<file path="src/rtl/procesador_pkg.sv">
// Shared types and widths for the register-bank loader and its helpers.
package procesador_pkg;

  localparam int REG_ADDR_W = 5;
  localparam int DATA_W     = 32;
  localparam int RUN_CNT_W  = 16;

  typedef enum logic [1:0] {
    IDLE = 2'd0,
    LOAD = 2'd1,
    RUN  = 2'd2
  } loader_state_e;

endpackage

</file>
<file path="src/rtl/reg_bank_loader_sat_counter.sv">
// Width-parameterised up-counter that sticks at all-ones, with a synchronous clear.
module sat_counter #(
  parameter int WIDTH = 16
) (
  input  logic             clk,
  input  logic             rst,
  input  logic             clear_i,
  input  logic             en_i,
  output logic [WIDTH-1:0] count_o
);

  logic [WIDTH-1:0] count_q;
  logic [WIDTH-1:0] count_d;

  // Clear has priority; otherwise count up while enabled until the value saturates.
  always_comb begin
    count_d = count_q;
    if (clear_i) begin
      count_d = '0;
    end else if (en_i && (count_q != '1)) begin
      count_d = count_q + 1'b1;
    end
  end

  // Counter register with synchronous reset.
  always_ff @(posedge clk) begin
    if (rst) begin
      count_q <= '0;
    end else begin
      count_q <= count_d;
    end
  end

  assign count_o = count_q;

endmodule

</file>
<file path="src/rtl/reg_bank_loader.sv">
// Load-then-run sequencer: streams words into the core's register bank through
// the init port, then hands the write port to the core for a run window.
module reg_bank_loader
  import procesador_pkg::*;
#(
  parameter int unsigned          FIRST_REG  = 1,
  parameter int unsigned          LAST_REG   = 31,
  parameter logic [RUN_CNT_W-1:0] RUN_CYCLES = 16'd0
) (
  input  logic                  clk,
  input  logic                  rst,
  input  logic                  start,
  input  logic                  stop,
  input  logic                  in_valid,
  input  logic [DATA_W-1:0]     in_data,
  output logic                  in_ready,
  output logic [DATA_W-1:0]     escribir,
  output logic [REG_ADDR_W-1:0] dirIniciar,
  output logic                  EWIniciar,
  output logic                  sel,
  output logic                  busy,
  output logic                  done,
  output logic [RUN_CNT_W-1:0]  cyc_count
);

  localparam logic [REG_ADDR_W-1:0] FIRST_ADDR   = REG_ADDR_W'(FIRST_REG);
  localparam logic [REG_ADDR_W-1:0] LAST_ADDR    = REG_ADDR_W'(LAST_REG);
  localparam logic [RUN_CNT_W-1:0]  LAST_RUN_CYC = RUN_CYCLES - RUN_CNT_W'(1);

  loader_state_e         state_q, state_d;
  logic [REG_ADDR_W-1:0] addr_q, addr_d;
  logic [DATA_W-1:0]     escribir_q, escribir_d;
  logic [REG_ADDR_W-1:0] dir_q, dir_d;
  logic                  ew_q, ew_d;
  logic                  done_q, done_d;

  logic wrEn;
  logic lastWrite;
  logic runLive;
  logic runEnd;
  logic cntClear;
  logic cntEn;

  // A word is written only if it is accepted in LOAD and not cancelled by stop.
  // The first RUN cycle still carries the last write pulse, so the core only
  // owns the bank (and the window only starts) once that pulse has gone.
  assign wrEn      = in_valid && (state_q == LOAD) && !stop;
  assign lastWrite = wrEn && (addr_q == LAST_ADDR);
  assign runLive   = (state_q == RUN) && !ew_q;
  assign runEnd    = runLive && !stop && (RUN_CYCLES != '0) && (cyc_count == LAST_RUN_CYC);
  assign cntClear  = (state_q != RUN) && (state_d == RUN);
  assign cntEn     = runLive && (state_d == RUN);

  // State register.
  always_ff @(posedge clk) begin
    if (rst) begin
      state_q <= IDLE;
    end else begin
      state_q <= state_d;
    end
  end

  // Next-state logic: stop wins over everything except reset; start only matters in IDLE.
  always_comb begin
    state_d = state_q;
    unique case (state_q)
      IDLE: begin
        if (start) begin
          state_d = LOAD;
        end
      end
      LOAD: begin
        if (stop) begin
          state_d = IDLE;
        end else if (lastWrite) begin
          state_d = RUN;
        end
      end
      RUN: begin
        if (stop || runEnd) begin
          state_d = IDLE;
        end
      end
      default: state_d = IDLE;
    endcase
  end

  // State-decoded outputs.
  always_comb begin
    in_ready = 1'b0;
    sel      = 1'b0;
    busy     = 1'b0;
    unique case (state_q)
      IDLE: begin
        busy = 1'b0;
      end
      LOAD: begin
        in_ready = 1'b1;
        busy     = 1'b1;
      end
      RUN: begin
        sel  = !ew_q;
        busy = 1'b1;
      end
      default: begin
        busy = 1'b0;
      end
    endcase
  end

  // Next values for the address counter, the init-port registers and the done pulse.
  always_comb begin
    addr_d     = addr_q;
    escribir_d = escribir_q;
    dir_d      = dir_q;
    ew_d       = wrEn;
    done_d     = runEnd;
    if ((state_q == IDLE) && start) begin
      addr_d = FIRST_ADDR;
    end else if (wrEn && !lastWrite) begin
      addr_d = addr_q + 1'b1;
    end
    if (wrEn) begin
      escribir_d = in_data;
      dir_d      = addr_q;
    end
  end

  // Datapath registers; the init port is registered so each write lands one cycle after its transfer.
  always_ff @(posedge clk) begin
    if (rst) begin
      addr_q     <= FIRST_ADDR;
      escribir_q <= '0;
      dir_q      <= '0;
      ew_q       <= 1'b0;
      done_q     <= 1'b0;
    end else begin
      addr_q     <= addr_d;
      escribir_q <= escribir_d;
      dir_q      <= dir_d;
      ew_q       <= ew_d;
      done_q     <= done_d;
    end
  end

  sat_counter #(
    .WIDTH(RUN_CNT_W)
  ) u_cycCounter (
    .clk    (clk),
    .rst    (rst),
    .clear_i(cntClear),
    .en_i   (cntEn),
    .count_o(cyc_count)
  );

  assign escribir   = escribir_q;
  assign dirIniciar = dir_q;
  assign EWIniciar  = ew_q;
  assign done       = done_q;

endmodule

</file>
<file path="config.mk">
export PLATFORM = sky130hd
export DESIGN_NAME = reg_bank_loader
export DESIGN_NICKNAME = d
export VERILOG_FILES = /design/src/rtl/procesador_pkg.sv /design/src/rtl/reg_bank_loader_sat_counter.sv /design/src/rtl/reg_bank_loader.sv
export SDC_FILE = /design/constraint.sdc
export NUM_CORES = 1
export LEC_CHECK = 0
export ABC_AREA = 0
export CAP_MARGIN = 20
export CORE_UTILIZATION = 45
export CTS_CLUSTER_SIZE = 8
export DETAILED_ROUTE_END_ITERATION = 8
export PLACE_DENSITY = 0.78
export SLEW_MARGIN = 20
export SYNTH_ARGS = -nofsm -noshare
export SYNTH_HDL_FRONTEND = slang
export SYNTH_HIERARCHICAL = 1
export SYNTH_SLANG_ARGS = --single-unit
</file>
<file path="constraint.sdc">
create_clock -name clk -period 2.9 [get_ports clk]
set_clock_uncertainty 0.1 [all_clocks]
set_input_delay 0.29 -clock clk [delete_from_list [all_inputs] [get_ports clk]]
set_output_delay 0.29 -clock clk [all_outputs]
set_load 0.01 [all_outputs]
</file>
After elaboration in Yosys (flattened, before gate mapping) --
Cells that the tools add are included.
Storage, ports and cells: bits in registers 61, output and inout port bits 58, input bits 37
Cells by class: add/sub/neg operators 2, equality and inequality tests 6, mux-type cells 8, reductions and logical operators 16
Operators with widths (number):
- 16-bit by 1-bit adder with 16-bit output, second input constant | 1
- 16-bit != test, second input constant | 1
- 1-bit logical AND | 9
- 2-bit two-way mux | 4
- 2-bit case mux with 3 select lines | 1
- 2-bit OR reduction | 3
- 5-bit by 1-bit adder with 5-bit output, second input constant | 1
- 5-bit == test, second input constant | 1
- 2-bit == test, second input constant | 2
- 1-bit logical NOT | 3
- 1-bit two-way mux | 3
- 2-bit by 1-bit == test with 1-bit output, second input constant | 1
- 2-bit logical NOT | 1
- 2-bit != test, second input constant | 1

Logic depth before layout (Yosys ltp) --
Gate-level depths: netlist (run 1).
depth in word-level cells 10, depth in mapped cells 12, gate-level depth less buffers 11

Hierarchy --
Netlist (run 1), hierarchy kept.
By module, submodules not included:
- reg_bank_loader | cells each 214, area each 1746.7 um2, instances 1
- sat_counter | cells each 102, area each 917.1 um2, instances 1

Worst setup path after synthesis (run 1) --
No wires, ideal clock.
kind flip-flop to flip-flop, from reg addr_q[0], to reg u_cycCounter.count_q[12], in the netlist u_cycCounter/count_o[12], slack 0.313 ns, arrival time 2.397 ns, setup time 0.091 ns, buffers on the path 1, cell stages (with the launch flop) 13, clock period less this slack 2.587 ns, data required time 2.709 ns, cells stage by stage dfxtp_1 -> ha_1 -> and3_1 -> ha_1 -> nand2_1 -> o211ai_1 -> nand2_1 -> nor4b_2 -> and4_4 -> and3_1 -> buf_4 -> a31oi_1 -> a311oi_1
On the way: cells in the longest elaborated chain, start to end 8, elaborated cells on any way between the ends 10
RTL lines:
- from (decl) | RTL line reg_bank_loader.sv:31 | logic [REG_ADDR_W-1:0] addr_q, addr_d;
- from (signal assigned) | RTL line reg_bank_loader.sv:138 | addr_q <= addr_d;
- 5-bit == test | RTL line reg_bank_loader.sv:48 | assign lastWrite = wrEn && (addr_q == LAST_ADDR);
- 1-bit logical AND | RTL line reg_bank_loader.sv:48
- 2-bit two-way mux | RTL line reg_bank_loader.sv:75 | end else if (lastWrite) begin
- 2-bit two-way mux | RTL line reg_bank_loader.sv:73 | if (stop) begin
- 2-bit case mux with 3 select lines | RTL line reg_bank_loader.sv:66 | unique case (state_q)
- 2-bit == test | RTL line reg_bank_loader.sv:52 | assign cntEn = runLive && (state_d == RUN);
- 1-bit logical AND | RTL line reg_bank_loader.sv:52
- via cntEn | RTL line reg_bank_loader.sv:42 | logic cntEn;
- 1-bit logical AND | RTL line reg_bank_loader_sat_counter.sv:20 | end else if (en_i && (count_q != '1)) begin
- to (signal assigned) | RTL line reg_bank_loader_sat_counter.sv:30 | count_q <= count_d;
- to (decl) | RTL line reg_bank_loader_sat_counter.sv:12 | logic [WIDTH-1:0] count_q;
The timed path passes the listed nets, and every way through them passes these cells. A chain may end at the register's enable or synchronous reset.

Worst setup path in the final report (run 1) --
from reg addr_q[0], to reg u_cycCounter.count_q[10], in the netlist u_cycCounter/count_o[10]
Same word-level chain as after synthesis.

==> results.json, run 1 <==
{
  "n_fill_cell": 475,
  "crit_start": "addr_q[0]",
  "status": "finished clean",
  "vias": 2497,
  "critPathTopFamily": "simple AND/OR/NAND/NOR gates",
  "synth_compound_area_frac": 0.1672,
  "layout.nets": 449,
  "cp.required_ps": 3070,
  "cts_tree": "done",
  "cts-root-buf": "clkbuf_8",
  "period_share": 0.9470,
  "switching_share": 0.2248,
  "slowest_delay_ps": 370,
  "yosysTopAreaCell": "dfxtp_1",
  "rr_startpoint": "addr_q[0]",
  "vias_per_cell": 5.191,
  "grt_overflow": 0,
  "peakVddDrop_uv": 285.0,
  "cts_hold_buf": 0,
  "clockBufferDepth": 2,
  "hold_path.class": "reg2reg",
  "grt_max_degree": 48,
  "clkSlewWorstSetupHoldPaths_ps": 70,
  "synthAdderAreaFrac": 0.03288,
  "dp_cells": 466,
  "setup_viol": 0,
  "worst_pin_slew_ps": 756.3,
  "rows": 27,
  "yosysSeqAreaShare": 0.4584,
  "hold_viol_final": 0,
  "grt_usage": 0.2165,
  "grt_pass1_wl_um": 10450,
  "switchingPower_uw": 398.5,
  "regArea_um2": 1224,
  "synthTopCellsByArea": "dfxtp_1 (46%), nand2_1 (13%), a21oi_1 (8.6%), ha_1 (3.3%), mux2i_1 (2.3%)",
  "first_global_vias": 2274,
  "post_cts_buffers": 0,
  "hpwl_um": 4462,
  "rsz0062_at_grt": "true",
  "cp_max_fo": 5,
  "synthSimpleGateAreaFrac": 0.2532,
  "r2r_end": "u_cycCounter/count_o[10]",
  "power.internal_mw": 1.374,
  "dr.pass1.iters": 4,
  "synth_xor_area_frac": 0.009864,
  "io_pins": 95,
  "port_buffers": 93,
  "numCtsBuffers": 9,
  "cpMaxStageDelayCell": "dfxtp_2",
  "cp_num_buf_inv": 0,
  "yosysWarnings": 6,
  "maxSlewViolCount": 0,
  "postLayoutCoreUtil": 0.6821,
  "critPathArrivalTime_ps": 2910,
  "worst_setup_path_start_kind": "flip-flop",
  "drc": 0,
  "endpoint": "u_cycCounter/count_o[10]",
  "layout.cells.non_filler": 481,
  "avgSynthCellArea_um2": 8.430,
  "r2r_cells": 11,
  "antenna_cells": 0,
  "pwr-share-seq": 0.485,
  "r2r_slack_ps": 150,
  "place_congestion": 0.8420,
  "clkSinkCount": 61,
  "drtIter0Drc": 109,
  "antenna_left": 0,
  "htreeDepth": 3,
  "wl_per_cell_um": 13.56,
  "max-cap-violations": 0,
  "start_util": 0.4750,
  "synth_cells": 316,
  "synth_top_family_by_area": "simple AND/OR/NAND/NOR gates",
  "ys_ff_latch": 61,
  "syn-num-nets": 360,
  "cp_common_cell": "nand2_1",
  "crit_type": "reg2reg",
  "pwr-share-clk": 0.429,
  "postRouteWirelength_um": 6524,
  "min_period_ps": 2746,
  "total_power_mw": 1.773,
  "multi_input_area_um2": 1329,
  "dieArea_um2": 6232,
  "antenna_found_initial": 0,
  "core_um2": 5608,
  "crit_cells": 11,
  "path_cells": "ha_1, and3_1, ha_2, nand2_1, o211ai_1, nand2_1, nor4b_4, and4_4, nand3_1, or3_1, a21oi_1",
  "fmax_mhz": 364.1,
  "die_w_um": 78.94,
  "drive_gt1_frac": 0.1051,
  "whs_path_depth": 2,
  "finalSetupTns_ps": 0,
  "p_per_area_nw_per_um2": 463.5,
  "combinationalPowerShare": 0.086,
  "netlist.area_leader.share": 0.4584,
  "area_growth_pct": 43.59,
  "syn_area_um2": 2664,
  "cellLeakagePower_nw": 1.336,
  "die_h_um": 78.94,
  "worstSkewPairLatency_ps": 330,
  "synth.area.mux_share": 0.02255,
  "slew_headroom": 0.4958,
  "endpoint_kind": "flip-flop",
  "final_cell_mix": "nand2_1 (93), clkdlybuf4s50_1 (93), dfxtp_1 (59)",
  "fin_hold_ws_ps": 353.3,
  "yosys.cell_types.count": 50
}
registers in the layout, summed over array words and instances, names as in the netlist:
name and flops:
u_cycCounter/count_o 16, EWIniciar 1, dirIniciar 5, escribir 32, state_q 2, addr_q 5
through the flow:
stage | area [um^2] | worst slack [ps]
floorplan | 2664 | 312.5
global placement | 3595 | 187.9
detailed placement | 3595 | 64.61
CTS | 3794 | 38.33
global route | 3825 | -45.99
finish | 3825 | 153.8
kinds of logic after synthesis:
| family | count (synthesis) |
|---|---|
| other | 1 |
| adder cells (fa/ha/maj) | 7 |
| AO/OA/AOI/OAI | 75 |
| multiplexers | 6 |
| AND/OR/NAND/NOR | 139 |
| XOR/XNOR | 3 |
| flip-flops | 61 |
| buffers and inverters | 24 |
metal layers:
metal	wire length (um)	GRT usage	vias to the layer above
li1	-	-	1263
met1	2962	0.2683	1136
met2	3056	0.3504	88
met3	383	0.04483	10
met4	122	0.1200	0
met5	0	0	-
cell type report:
| cell class | instances | area share |
|---|---|---|
| clock inverter | 4 | 0.01243 |
| tap | 72 | 0.02355 |
| clock buffer | 11 | 0.03958 |
| sequential | 61 | 0.3199 |
| inverter | 4 | 0.003925 |
| timing repair buffer | 98 | 0.2532 |
| multi-input combinational | 231 | 0.3474 |
Yosys cell counts (all sizes together):
cell type	n
nand4	5
nor4	1
a31oi	4
o2111a	1
nand2	93
a211oi	5
and4	1
ha	7
a21oi	46
nor4b	1
o2111ai	1
a21boi	1
and2	4
nor2	6
nand2b	1
a21o	1
nor2b	1
clkbuf	4
a41o	1
dfxtp	61
o211ai	1
a311oi	1
and4bb	1
or2	2
nor3	4
o21ai	9
o21ba	1
conb	1
buf	15
nand3	5
xor2	2
a2111o	2
inv	4
and3	7
dlygate4sd1	1
or3	7
mux2i	6
xnor2	1
a2bb2oi	1
what timing repair did:
action                     4_1_cts  5_1_grt
hold endpoints to repair         0        0
resized for setup                0        8
setup endpoints to repair        0       16
worst reg2reg max path, cell delays in order, from the launching register on:
cell      delay (ps)
dfxtp_2          370
ha_1             170
and3_1           160
ha_2             210
nand2_1           60
o211ai_1         200
nand2_1          150
nor4b_4          340
and4_4           300
nand3_1          110
or3_1            360
a21oi_1          140
power groups by stage:
stage / logic, mW / clock network [mW] / registers [mW]
6_report: 0.153 / 0.760 / 0.860
5_1_grt: 0.166 / 0.808 / 0.861
4_1_cts: 0.153 / 0.773 / 0.860
3_5_place_dp: 0.152 / 0 / 0.879
3_3_place_gp: 0.151 / 0 / 0.878
2_1_floorplan: 0.0593 / 0 / 0.884
how the worst min path moves through the flow:
| stage | from | to |
|---|---|---|
| global placement | escribir[19] | escribir[19] |
| finish | escribir[29] | escribir[29] |
| global route | escribir[29] | escribir[29] |
| floorplan | in_data[0] | escribir[0] |
| CTS | escribir[29] | escribir[29] |
| detailed placement | escribir[29] | escribir[29] |
Note: power is estimated with default switching activity, not from simulation.
==> inputs of run 2 (changes only) <==
--- a/config.mk
+++ b/config.mk
@@ -6,7 +6,9 @@
 export NUM_CORES = 1
 export LEC_CHECK = 0
 export ABC_AREA = 0
+export ABC_CLOCK_PERIOD_IN_PS = 2900
 export CAP_MARGIN = 20
+export CORE_MARGIN = 2
 export CORE_UTILIZATION = 45
 export CTS_CLUSTER_SIZE = 8
 export DETAILED_ROUTE_END_ITERATION = 8
@@ -16,3 +18,4 @@
 export SYNTH_HDL_FRONTEND = slang
 export SYNTH_HIERARCHICAL = 1
 export SYNTH_SLANG_ARGS = --single-unit
+export TNS_END_PERCENT = 5
==> results.json, run 2 (synthesis results as in run 1) <==
{
  "status": "finished clean",
  "worstSkewPairLatency_ps": 320,
  "final_cell_mix": "nand2_1 (93), clkdlybuf4s50_1 (92), dfxtp_1 (60)",
  "cp_max_fo": 5,
  "cts-root-buf": "clkbuf_8",
  "r2r_cells": 11,
  "cts_hold_buf": 0,
  "rr_startpoint": "addr_q[1]",
  "grt_pass1_wl_um": 9887,
  "dp_cells": 468,
  "dp_worst_setup_slack_ps": 1.134,
  "period_share": 0.9293,
  "clkSlewWorstSetupHoldPaths_ps": 70,
  "crit_type": "reg2reg",
  "dr.pass1.iters": 4,
  "layout.nets": 448,
  "cp.required_ps": 3060,
  "design_area_um2": 3851,
  "post_cts_buffers": 0,
  "regArea_um2": 1222,
  "n_fill_cell": 500,
  "setup_viol": 0,
  "vias": 2459,
  "rsz0062_at_grt": "true",
  "cellLeakagePower_nw": 1.349,
  "grt_overflow": 0,
  "htreeDepth": 3,
  "first_global_vias": 2114,
  "drive_gt1_frac": 0.1029,
  "drtIter0Drc": 141,
  "start_util": 0.4580,
  "worst_setup_path_start_kind": "flip-flop",
  "layout.cells.non_filler": 483,
  "place_congestion": 0.8134,
  "drc": 0,
  "wl_per_cell_um": 13.40,
  "antenna_cells": 0,
  "worst_pin_slew_ps": 870.8,
  "die_h_um": 80.94,
  "rows": 28,
  "hold_path.class": "reg2reg",
  "setup_ws_ps": 204.9,
  "p_per_area_nw_per_um2": 490.9,
  "critPathArrivalTime_ps": 2850,
  "r2r_end": "u_cycCounter/count_o[10]",
  "fmax_mhz": 371.0,
  "cts_tree": "done",
  "slew_headroom": 0.4195,
  "port_buffers": 93,
  "r2r_slack_ps": 200,
  "core_um2": 5816,
  "dieArea_um2": 6551,
  "layout_commonest_cell": "nand2_1",
  "clkSinkCount": 61,
  "grt_usage": 0.1936,
  "antenna_left": 0,
  "multi_input_area_um2": 1336,
  "numCtsBuffers": 9,
  "clockBufferDepth": 2,
  "hold_viol_final": 0,
  "largest_reg_flops": 32,
  "antenna_found_initial": 0,
  "endpoint_kind": "flip-flop",
  "vias_per_cell": 5.091,
  "peakVddDrop_uv": 433.5,
  "min_period_ps": 2695,
  "worstHoldStart": "escribir[1]",
  "area_growth_pct": 44.57,
  "hpwl_um": 4450,
  "maxSlewViolCount": 0,
  "max-cap-violations": 0,
  "postRouteWirelength_um": 6473,
  "io_pins": 95,
  "grt_max_degree": 49,
  "die_w_um": 80.94,
  "whs_path_depth": 2,
  "dpl_cell_area_um2": 3586,
  "hold_end": "escribir[1]"
}
[run 2: power breakdown]
group          internal (mW)  total (mW)  switching, mW
registers              0.852       0.860        0.00805
clock network          0.564       0.879          0.315
logic                 0.0852       0.152         0.0667
[run 2: critical path, cell delays in order, from the launching register on]
cell      delay (ps)
dfxtp_1          370
ha_1             170
and3_1           160
ha_1             160
nand2_1           50
o211ai_1         190
nand2_1          150
nor4b_4          370
and4_4           290
nand3_1          110
or3_1            360
a21oi_1          140
[run 2: area by class of cell]
cell class | instances | area share
Multi-Input combinational cell | 231 | 0.3470
Sequential cell | 61 | 0.3174
Timing Repair Buffer | 97 | 0.2482
Clock buffer | 10 | 0.03314
Clock inverter | 5 | 0.02599
Tap cell | 75 | 0.02437
Inverter | 4 | 0.003899
[run 2: metrics by stage]
stage               setup TNS (ps)  utilization  total power [mW]  hold WS [ps]
global route                -83.94       0.6622             1.962         373.2
global placement                 0       0.6166             1.027         341.3
finish                           0       0.6622             1.890         352.9
floorplan                        0            -            0.9429         326.0
detailed placement               0       0.6166             1.030         346.1
CTS                              0       0.6558             1.905         354.9
[run 2: how the worst max path moves through the flow]
stage | startpoint | end | slack (ps) | cells past startpoint
5_1_grt | addr_q[1] | u_cycCounter/count_o[12] | -30 | 11
6_report | addr_q[1] | u_cycCounter/count_o[10] | 200 | 11
3_3_place_gp | stop | u_cycCounter/count_o[7] | 40 | 8
2_1_floorplan | addr_q[0] | u_cycCounter/count_o[12] | 310 | 12
4_1_cts | addr_q[0] | u_cycCounter/count_o[7] | 20 | 10
3_5_place_dp | addr_q[0] | u_cycCounter/count_o[7] | 1 | 10
[run 2: layer usage]
layer / wire length, um / part of all wire / GRT usage / vias to the layer above
met1: 3002 / 0.46 / 0.2502 / 1127
li1: - / - / - / 1260
met4: 102 / 0.016 / 0.08136 / 0
met5: 0 / 0 / 0 / -
met2: 3041 / 0.47 / 0.3091 / 62
met3: 327 / 0.051 / 0.04667 / 10
[run 2: what timing repair did]
action | in CTS | in global routing
gates resized for setup | 0 | 8
hold endpoints to repair | 0 | 0
setup endpoints to repair | 0 | 16
==> inputs of run 3 (changes only) <==
--- a/config.mk
+++ b/config.mk
@@ -13,7 +13,6 @@
 export CTS_CLUSTER_SIZE = 8
 export DETAILED_ROUTE_END_ITERATION = 8
 export PLACE_DENSITY = 0.78
-export SLEW_MARGIN = 20
 export SYNTH_ARGS = -nofsm -noshare
 export SYNTH_HDL_FRONTEND = slang
 export SYNTH_HIERARCHICAL = 1
==> results of run 3 <==
The final DEF is identical to that of run 2; final timing and power are the same.
